[src/rtl/pa_riscv.sv]
// ============================================================================
// Module      : pa_riscv
// Description : RV32I opcode constants and the opcode-to-format mapping
//               shared by the controller decode and the program loader.
// Revision    : 1.0 - initial release
// ============================================================================
`default_nettype none

package pa_riscv;

  localparam logic [6:0] LW         = 7'b0000011;
  localparam logic [6:0] SW         = 7'b0100011;
  localparam logic [6:0] R_TYPE_ALU = 7'b0110011;
  localparam logic [6:0] B_TYPE     = 7'b1100011;
  localparam logic [6:0] I_TYPE_ALU = 7'b0010011;

  typedef enum logic [2:0] {
    R_FMT   = 3'd0,
    I_FMT   = 3'd1,
    S_FMT   = 3'd2,
    B_FMT   = 3'd3,
    BAD_FMT = 3'd4
  } e_instr_format;

  function automatic e_instr_format operand_to_format(input logic [6:0] operand);
    e_instr_format fmt;
    case (operand)
      R_TYPE_ALU:     fmt = R_FMT;
      LW, I_TYPE_ALU: fmt = I_FMT;
      SW:             fmt = S_FMT;
      B_TYPE:         fmt = B_FMT;
      default:        fmt = BAD_FMT;
    endcase
    return fmt;
  endfunction

endpackage

`default_nettype wire

[src/rtl/fifo_sync.sv]
// ============================================================================
// Module      : fifo_sync
// Description : Single-clock FIFO with synchronous reset and clear; the head
//               word reads as zero while the FIFO is empty.
// Revision    : 1.0 - initial release
// ============================================================================
`default_nettype none

module fifo_sync #(
  parameter int DEPTH = 4,
  parameter int WIDTH = 32
) (
  input  logic             i_clk,
  input  logic             i_rst,
  input  logic             i_clear,
  input  logic             i_push,
  input  logic [WIDTH-1:0] i_data,
  input  logic             i_pop,
  output logic [WIDTH-1:0] o_data,
  output logic             o_full,
  output logic             o_empty
);

  localparam int PTR_W = (DEPTH > 1) ? $clog2(DEPTH) : 1;
  localparam logic [PTR_W:0] C_DEPTH = (PTR_W + 1)'(DEPTH);

  logic [WIDTH-1:0] mem_q [DEPTH];
  logic [PTR_W-1:0] wr_ptr_q, wr_ptr_d;
  logic [PTR_W-1:0] rd_ptr_q, rd_ptr_d;
  logic [PTR_W:0]   count_q, count_d;
  logic             w_do_push, w_do_pop;

  assign o_full    = (count_q == C_DEPTH);
  assign o_empty   = (count_q == '0);
  assign w_do_push = i_push && !o_full && !i_clear;
  assign w_do_pop  = i_pop && !o_empty && !i_clear;
  assign o_data    = o_empty ? '0 : mem_q[rd_ptr_q];

  always_comb begin
    wr_ptr_d = wr_ptr_q;
    rd_ptr_d = rd_ptr_q;
    count_d  = count_q;
    if (i_clear) begin
      wr_ptr_d = '0;
      rd_ptr_d = '0;
      count_d  = '0;
    end else begin
      if (w_do_push) wr_ptr_d = wr_ptr_q + PTR_W'(1);
      if (w_do_pop)  rd_ptr_d = rd_ptr_q + PTR_W'(1);
      // simultaneous push and pop leaves occupancy unchanged
      case ({w_do_push, w_do_pop})
        2'b10:   count_d = count_q + (PTR_W + 1)'(1);
        2'b01:   count_d = count_q - (PTR_W + 1)'(1);
        default: count_d = count_q;
      endcase
    end
  end

  always_ff @(posedge i_clk) begin
    if (i_rst) begin
      wr_ptr_q <= '0;
      rd_ptr_q <= '0;
      count_q  <= '0;
    end else begin
      wr_ptr_q <= wr_ptr_d;
      rd_ptr_q <= rd_ptr_d;
      count_q  <= count_d;
    end
  end

  always_ff @(posedge i_clk) begin
    if (w_do_push) mem_q[wr_ptr_q] <= i_data;
  end

endmodule

`default_nettype wire

[src/rtl/program_loader.sv]
// ============================================================================
// Module      : program_loader
// Description : Encodes decoded RV32I field bundles into machine words,
//               buffers them and writes them to sequential imem addresses.
// Revision    : 1.0 - initial release
// ============================================================================
`default_nettype none

module program_loader
  import pa_riscv::*;
#(
  parameter int                DEPTH     = 4,
  parameter int                ADDR_W    = 8,
  parameter logic [ADDR_W-1:0] BASE_ADDR = '0
) (
  input  logic              i_clk,
  input  logic              i_rst,
  input  logic              i_clear,
  input  logic              i_valid,
  output logic              o_ready,
  input  logic [6:0]        i_operand,
  input  logic [4:0]        i_rd,
  input  logic [4:0]        i_rs1,
  input  logic [4:0]        i_rs2,
  input  logic [2:0]        i_funct3,
  input  logic              i_funct7bit5,
  input  logic [31:0]       i_imm,
  output logic              o_illegal,
  output logic              o_imemWriteEn,
  input  logic              i_imemReady,
  output logic [ADDR_W-1:0] o_imemAddr,
  output logic [31:0]       o_imemWriteData,
  output logic              o_wrapped
);

  e_instr_format     w_fmt;
  logic [31:0]       w_word;
  logic              w_accept, w_push, w_pop;
  logic              w_full, w_empty;
  logic              w_is_shift;
  logic              w_unused_imm;

  logic [ADDR_W-1:0] addr_q, addr_d;
  logic              wrapped_q, wrapped_d;
  logic              illegal_q, illegal_d;

  // no path from i_imemReady: a pop this cycle only frees space next cycle
  assign o_ready       = !w_full && !i_rst;
  assign w_accept      = i_valid && o_ready;
  assign w_fmt         = operand_to_format(i_operand);
  assign w_push        = w_accept && (w_fmt != BAD_FMT) && !i_clear;
  assign o_imemWriteEn = !w_empty;
  assign w_pop         = o_imemWriteEn && i_imemReady && !i_clear;
  assign w_is_shift    = (i_operand == I_TYPE_ALU) &&
                         ((i_funct3 == 3'b001) || (i_funct3 == 3'b101));
  assign w_unused_imm  = ^i_imm[31:13];

  always_comb begin
    w_word = '0;
    case (w_fmt)
      R_FMT:
        w_word = {1'b0, i_funct7bit5, 5'b00000, i_rs2, i_rs1, i_funct3, i_rd, i_operand};
      I_FMT:
        if (w_is_shift)
          w_word = {1'b0, i_funct7bit5, 5'b00000, i_imm[4:0], i_rs1, i_funct3, i_rd, i_operand};
        else
          w_word = {i_imm[11:0], i_rs1, i_funct3, i_rd, i_operand};
      S_FMT:
        w_word = {i_imm[11:5], i_rs2, i_rs1, i_funct3, i_imm[4:0], i_operand};
      B_FMT:
        w_word = {i_imm[12], i_imm[10:5], i_rs2, i_rs1, i_funct3, i_imm[4:1], i_imm[11], i_operand};
      default:
        w_word = '0;
    endcase
  end

  fifo_sync #(
    .DEPTH (DEPTH),
    .WIDTH (32)
  ) u_fifo (
    .i_clk   (i_clk),
    .i_rst   (i_rst),
    .i_clear (i_clear),
    .i_push  (w_push),
    .i_data  (w_word),
    .i_pop   (w_pop),
    .o_data  (o_imemWriteData),
    .o_full  (w_full),
    .o_empty (w_empty)
  );

  always_comb begin
    addr_d    = addr_q;
    wrapped_d = wrapped_q;
    illegal_d = w_accept && (w_fmt == BAD_FMT) && !i_clear;
    if (i_clear) begin
      addr_d    = BASE_ADDR;
      wrapped_d = 1'b0;
    end else if (w_pop) begin
      // rolling past all-ones lands on 0, not BASE_ADDR
      addr_d = addr_q + ADDR_W'(1);
      if (&addr_q) wrapped_d = 1'b1;
    end
  end

  always_ff @(posedge i_clk) begin
    if (i_rst) begin
      addr_q    <= BASE_ADDR;
      wrapped_q <= 1'b0;
      illegal_q <= 1'b0;
    end else begin
      addr_q    <= addr_d;
      wrapped_q <= wrapped_d;
      illegal_q <= illegal_d;
    end
  end

  assign o_imemAddr = addr_q;
  assign o_wrapped  = wrapped_q;
  assign o_illegal  = illegal_q;

endmodule

`default_nettype wire

[config.mk]
export PLATFORM = sky130hd
export DESIGN_NAME = program_loader
export DESIGN_NICKNAME = d
export VERILOG_FILES = /design/src/rtl/pa_riscv.sv /design/src/rtl/fifo_sync.sv /design/src/rtl/program_loader.sv
export SDC_FILE = /design/constraint.sdc
export NUM_CORES = 1
export LEC_CHECK = 0
export CAP_MARGIN = 10
export CORE_UTILIZATION = 53
export DETAILED_ROUTE_END_ITERATION = 6
export PLACE_DENSITY = 0.81
export SYNTH_ARGS = -nofsm -noshare
export SYNTH_HDL_FRONTEND = slang
export SYNTH_SLANG_ARGS = --single-unit
[constraint.sdc]
create_clock -name i_clk -period 3.8 [get_ports i_clk]
set_clock_uncertainty 0.1 [all_clocks]
set_input_delay 0.57 -clock i_clk [delete_from_list [all_inputs] [get_ports i_clk]]
set_output_delay 0.57 -clock i_clk [all_outputs]
set_load 0.005 [all_outputs]
; Word level (Yosys, flattened, before mapping)
; Memories as Yosys holds them, arrays and structs flattened. A register that Yosys moved wholly into a read port is not among the register bits.
; Cells that the tools add are included.
[classes]
n_addsub = 5
reduce_logical = 24
muxes = 9
eq_ne = 15
[ops]
columns = operator, n
row1 = 32-bit one-hot mux with 4 select lines, 1
row2 = 32-bit 2-to-1 mux, 2
row3 = "7-bit by 6-bit == test with 1-bit output, second input constant", 2
row4 = 1-bit logical AND, 13
row5 = 3-bit one-hot mux with 4 select lines, 1
row6 = "3-bit == test, second input constant", 3
row7 = 9-bit AND reduction, 1
row8 = "8-bit by 1-bit adder with 8-bit output, second input constant", 1
row9 = "7-bit by 2-bit == test with 1-bit output, second input constant", 1
row10 = "7-bit by 5-bit == test with 1-bit output, second input constant", 1
row11 = "7-bit == test, second input constant", 1
row12 = "3-bit by 1-bit == test with 1-bit output, second input constant", 2
row13 = "3-bit by 2-bit == test with 1-bit output, second input constant", 2
row14 = 3-bit zero test, 2
row15 = 3-bit one-hot mux with 2 select lines, 1
row16 = "2-bit by 1-bit adder with 2-bit output, second input constant", 2
row17 = 1-bit zero test, 4
row18 = 2-bit 2-to-1 mux, 2
row19 = 2-bit OR reduction, 2
row20 = "3-bit by 1-bit adder with 3-bit output, second input constant", 1
row21 = "3-bit != test, second input constant", 1
row22 = "3-bit by 1-bit subtractor with 3-bit output, second input constant", 1
row23 = "2-bit by 1-bit == test with 1-bit output, second input constant", 1
row24 = "2-bit == test, second input constant", 1
row25 = 3 further kinds, 4
[word_totals]
ram_bits = 128
n_memories = 1
ff_bits = 17
[mem_list]
columns = name, words, word_bits, rd, rd_ports_with_merged_regs, write_ports, line
row1 = u_fifo.mem_q, 4, 32, 1, 1, 1, fifo_sync.sv:27  ; logic [WIDTH-1:0] mem_q [DEPTH];

; Logic depth before layout (Yosys ltp)
[depth]
word_depth = 10
mapped_depth = 10
ltp_nobuf = 9

; By module
; A second synthesis with hierarchy kept.
[hier_totals]
cells_unflattened = 376
area_unflattened_um2 = 6199.7
[modules_own_cells]
columns = mod, area_per_inst_um2, cells_each, instances
row1 = fifo_sync, 5342.6, 259, 1
row2 = program_loader, 857.1, 117, 1

; Worst setup path before layout
; OpenSTA, ideal clock, no wires.
[synth_timing]
path_kind = input to register
start = input port i_clear
end = memory u_fifo.mem_q[0][0], enable pin
setup_ns = 0.392
setup_slack_ns = 0.986
t_required_ns = 3.308
arrival_time_ns = 2.322
path_buffers = 1
stages = 4
cell_sequence = buf_6 or3b_4 a2111oi_4 and2_1
[synth_between]
elab_chain_len = 6
[synth_lines]
columns = item, line
row1 = start: declaration, program_loader.sv:18  ; input logic i_clear,
row2 = 1-bit zero test (*), "fifo_sync.sv:35, program_loader.sv:51"
row3 = 1-bit logical AND, program_loader.sv:51  ; assign w_push = w_accept && (w_fmt != BAD_FMT) && !i_clear;
row4 = 1-bit logical AND, fifo_sync.sv:35  ; assign w_do_push = i_push && !o_full && !i_clear;
row5 = 1-bit logical AND (*), fifo_sync.sv:35
row6 = 1-bit 2-to-1 mux (*), fifo_sync.sv:72  ; if (w_do_push) mem_q[wr_ptr_q] <= i_data;
row7 = 1-bit 2-to-1 mux (not written as such) (*), fifo_sync.sv:72
row8 = end: declaration, fifo_sync.sv:27
; Every way passes the cells marked *; elsewhere a longest branch is shown, timed or not.

==> results.toml <==
[yosys]
avgSynthCellArea_sq_um = 16.2
ys_types = 44
synth_edf_count = 128
ys_async_sr_fraction = 0
yosysWarnings = 0
synthCells = 384
synth_flop_cell = "edfxtp_1"
synth_area_sq_mm = 0.00620
yosysTopAreaCellShare = 0.620
synth_area_leader_cell = "edfxtp_1"
yosys_register_bits = 147
yosysSeqAreaShare = 0.681
yosys-top-cells-area = "edfxtp_1, mux4_2, dfxtp_1, nor2b_1, nor2_1"

[worst_hold_path]
hold_class = "reg2reg"
min_from = "o_wrapped"
min_to = "o_wrapped"
whs_path_depth = 2

[clock_network]
cts_tree = "built"
numClockSinks = 147
cts_buffers = 17
cts_setup_buffers = 0
cts_resized = 0
cts_hold_buf = 0
clk_pin_slew_ns = 0.06
h-tree-depth = 4
clock_latency_ns = 0.42
clock_path_buffers = 2
cts-root-buf = "clkbuf_16"

[floorplan]
start_util = 0.543
rows = 39
die_w_microns = 110
io_pins = 107
core_sq_mm = 0.0114
die_h_microns = 110
fp.dieArea_sq_mm = 0.0121

[detailed_routing]
drt_iter0_markers = 245
viasPerCell = 5.75
vias = 3746
totalWireLength_microns = 13300
drtPass1Iterations = 4
drc = 0
detail-route-antenna-nets = 0
wl_per_cell_microns = 20.4

[grt]
grt_max_degree = 26
grt_pass1_vias = 3783
grt_pass1_wl_microns = 20300
antenna_found_initial = 0
grt_usage = 0.241
grt-ovfl-total = 0

[worst_setup_path]
r2r_start = "u_fifo.count_q[2]"
crit_type = "reg2out"
rr_worst_depth = 9
r2r_slack_ns = 0.93
critPathArrivalTime_ns = 2.41
start_kind = "flop"
critPathCaptureType = "primary output"
crit-reg2reg-capture = "u_fifo.count_q[2]"
critPathMaxFanout = 25
required_ns = 3.13

[timing]
period_share = 0.811
max_freq_mhz = 324
period_needed_ns = 3.08
worst_pin_slew_ns = 0.741
hold_slack_ns = 0.376
fin_setup_tns_ns = 0
setup_viol_count_final = 0
drv_slew = 0
relSlewSlack = 0.505
rsz0062_at_grt = "no"
finalHoldViolCount = 0

[finish]
layout.cells.non_filler = 651
area_growth_pct = 29.5
nFillCells = 737
final_util = 0.703
nNetsFinal = 565
final_layout_size_suffix_gt1_frac = 0.177
antenna_cells = 0

[pwr]
p_per_area_mw_per_mm2 = 467
peakVddDrop_uv = 261
leakage_nw = 2.61
design_power_total_mw = 3.75

[placement]
gp_congestion = 0.821
io_buffers = 87
post-place-cells = 619
dpl.hpwl_microns = 8210

[run_status]
outcome = "finished, final reports clean"

[flow_run]
cap_violations = 0
-- kinds of logic after synthesis --
group | after synthesis | share of synthesized area
DFF | 147 | 0.681
and+or+nand+nor | 121 | 0.107
muxes | 34 | 0.120
buffers and inverters | 33 | 0.0232
AOI/OAI and AO/OA | 29 | 0.0365
xor gates and xnor gates | 12 | 0.0169
adders and majority gates | 7 | 0.0153
other | 1 | 0.000605
-- cell usage after synthesis (all sizes together) (4+ instances only) --
master,instances
inv,12
clkbuf,9
edfxtp,128
xnor2,9
nor3,8
and2,16
a21oi,10
mux4,32
and3,5
nor2b,34
nor3b,4
ha,6
nand2,9
o22a,5
a21boi,5
dfxtp,19
nor2,31
buf,12
-- per-layer routing --
metal | up-vias | routed length (microns) | GRT usage
li1 | 1671 | - | -
met2 | 180 | 6870 | 0.402
met4 | 0 | 292 | 0.0959
met3 | 26 | 959 | 0.0653
met5 | - | 0 | 0
met1 | 1869 | 5150 | 0.301
-- critical path, stage by stage, from the launching register on --
cell and delay [ns]:
dfxtp_2 0.52, buf_12 0.28, mux4_2 0.54, nor2b_1 0.16
clkdlybuf4s50_1 0.48
-- area by class of cell --
class	instances	area (sq um)	share of cell area
well taps	143	179	0.0223
inverters	12	45.0	0.00561
flip-flops and latches	147	4230	0.526
clock inverters	15	250	0.0312
repair buffers	106	1040	0.129
clock buffers	17	425	0.0530
multi-input cells	211	1870	0.232
-- through the flow --
step / setup WS [ns] / cell area, sq um
floorplan: 0.986 / 6230
global route: 0.575 / 8030
global placement: 0.645 / 7350
finish: 0.717 / 8030
detailed placement: 0.499 / 7350
CTS: 0.675 / 8030
-- where the power goes --
| part | leakage (nW) | total (mW) | switching, mW | internal (mW) |
|---|---|---|---|---|
| Combinational | 0.966 | 0.113 | 0.0510 | 0.0625 |
| Clock | 0.331 | 1.90 | 0.656 | 1.24 |
| Sequential | 1.31 | 1.74 | 0.000653 | 1.74 |
-- layout by cell type, fill, tap and decap left out, drive strengths merged, types with 3 or more instances in the layout --
master	synthesis	layout
a21boi	5	5
a21oi	10	10
and2	16	16
and3	5	5
buf	12	19
bufinv	0	6
clkbuf	9	17
clkdlybuf4s50	0	87
clkinv	0	4
conb	1	8
dfxtp	19	19
edfxtp	128	128
ha	6	6
inv	12	17
mux4	32	32
nand2	9	9
nand3	3	3
nor2	31	31
nor2b	34	34
nor3	8	8
nor3b	4	4
nor4	3	3
o22a	5	5
xnor2	9	9
xor2	3	3
-- registers in the layout, indices dropped and copies added, names as in the netlist, named ones only --
signal and cells:
u_fifo.mem_q 128, o_imemAddr 8, u_fifo.count_q 3, u_fifo.rd_ptr_q 2, u_fifo.wr_ptr_q 2, o_illegal 1, o_wrapped 1
-- how the worst max path moves through the flow --
| stage | startpoint | endpoint | slack [ns] |
|---|---|---|---|
| after global placement | i_operand[5] | u_fifo.count_q[2] | 0.65 |
| after global routing | flop | o_imemWriteData[24] | 0.57 |
| after CTS | flop | o_imemWriteData[24] | 0.68 |
| after floorplan | i_clear | u_fifo.mem_q[0][0] | 0.99 |
| after detailed placement | i_operand[5] | u_fifo.count_q[2] | 0.50 |
| final | flop | o_imemWriteData[24] | 0.72 |
(Power assumes the default switching activity.)
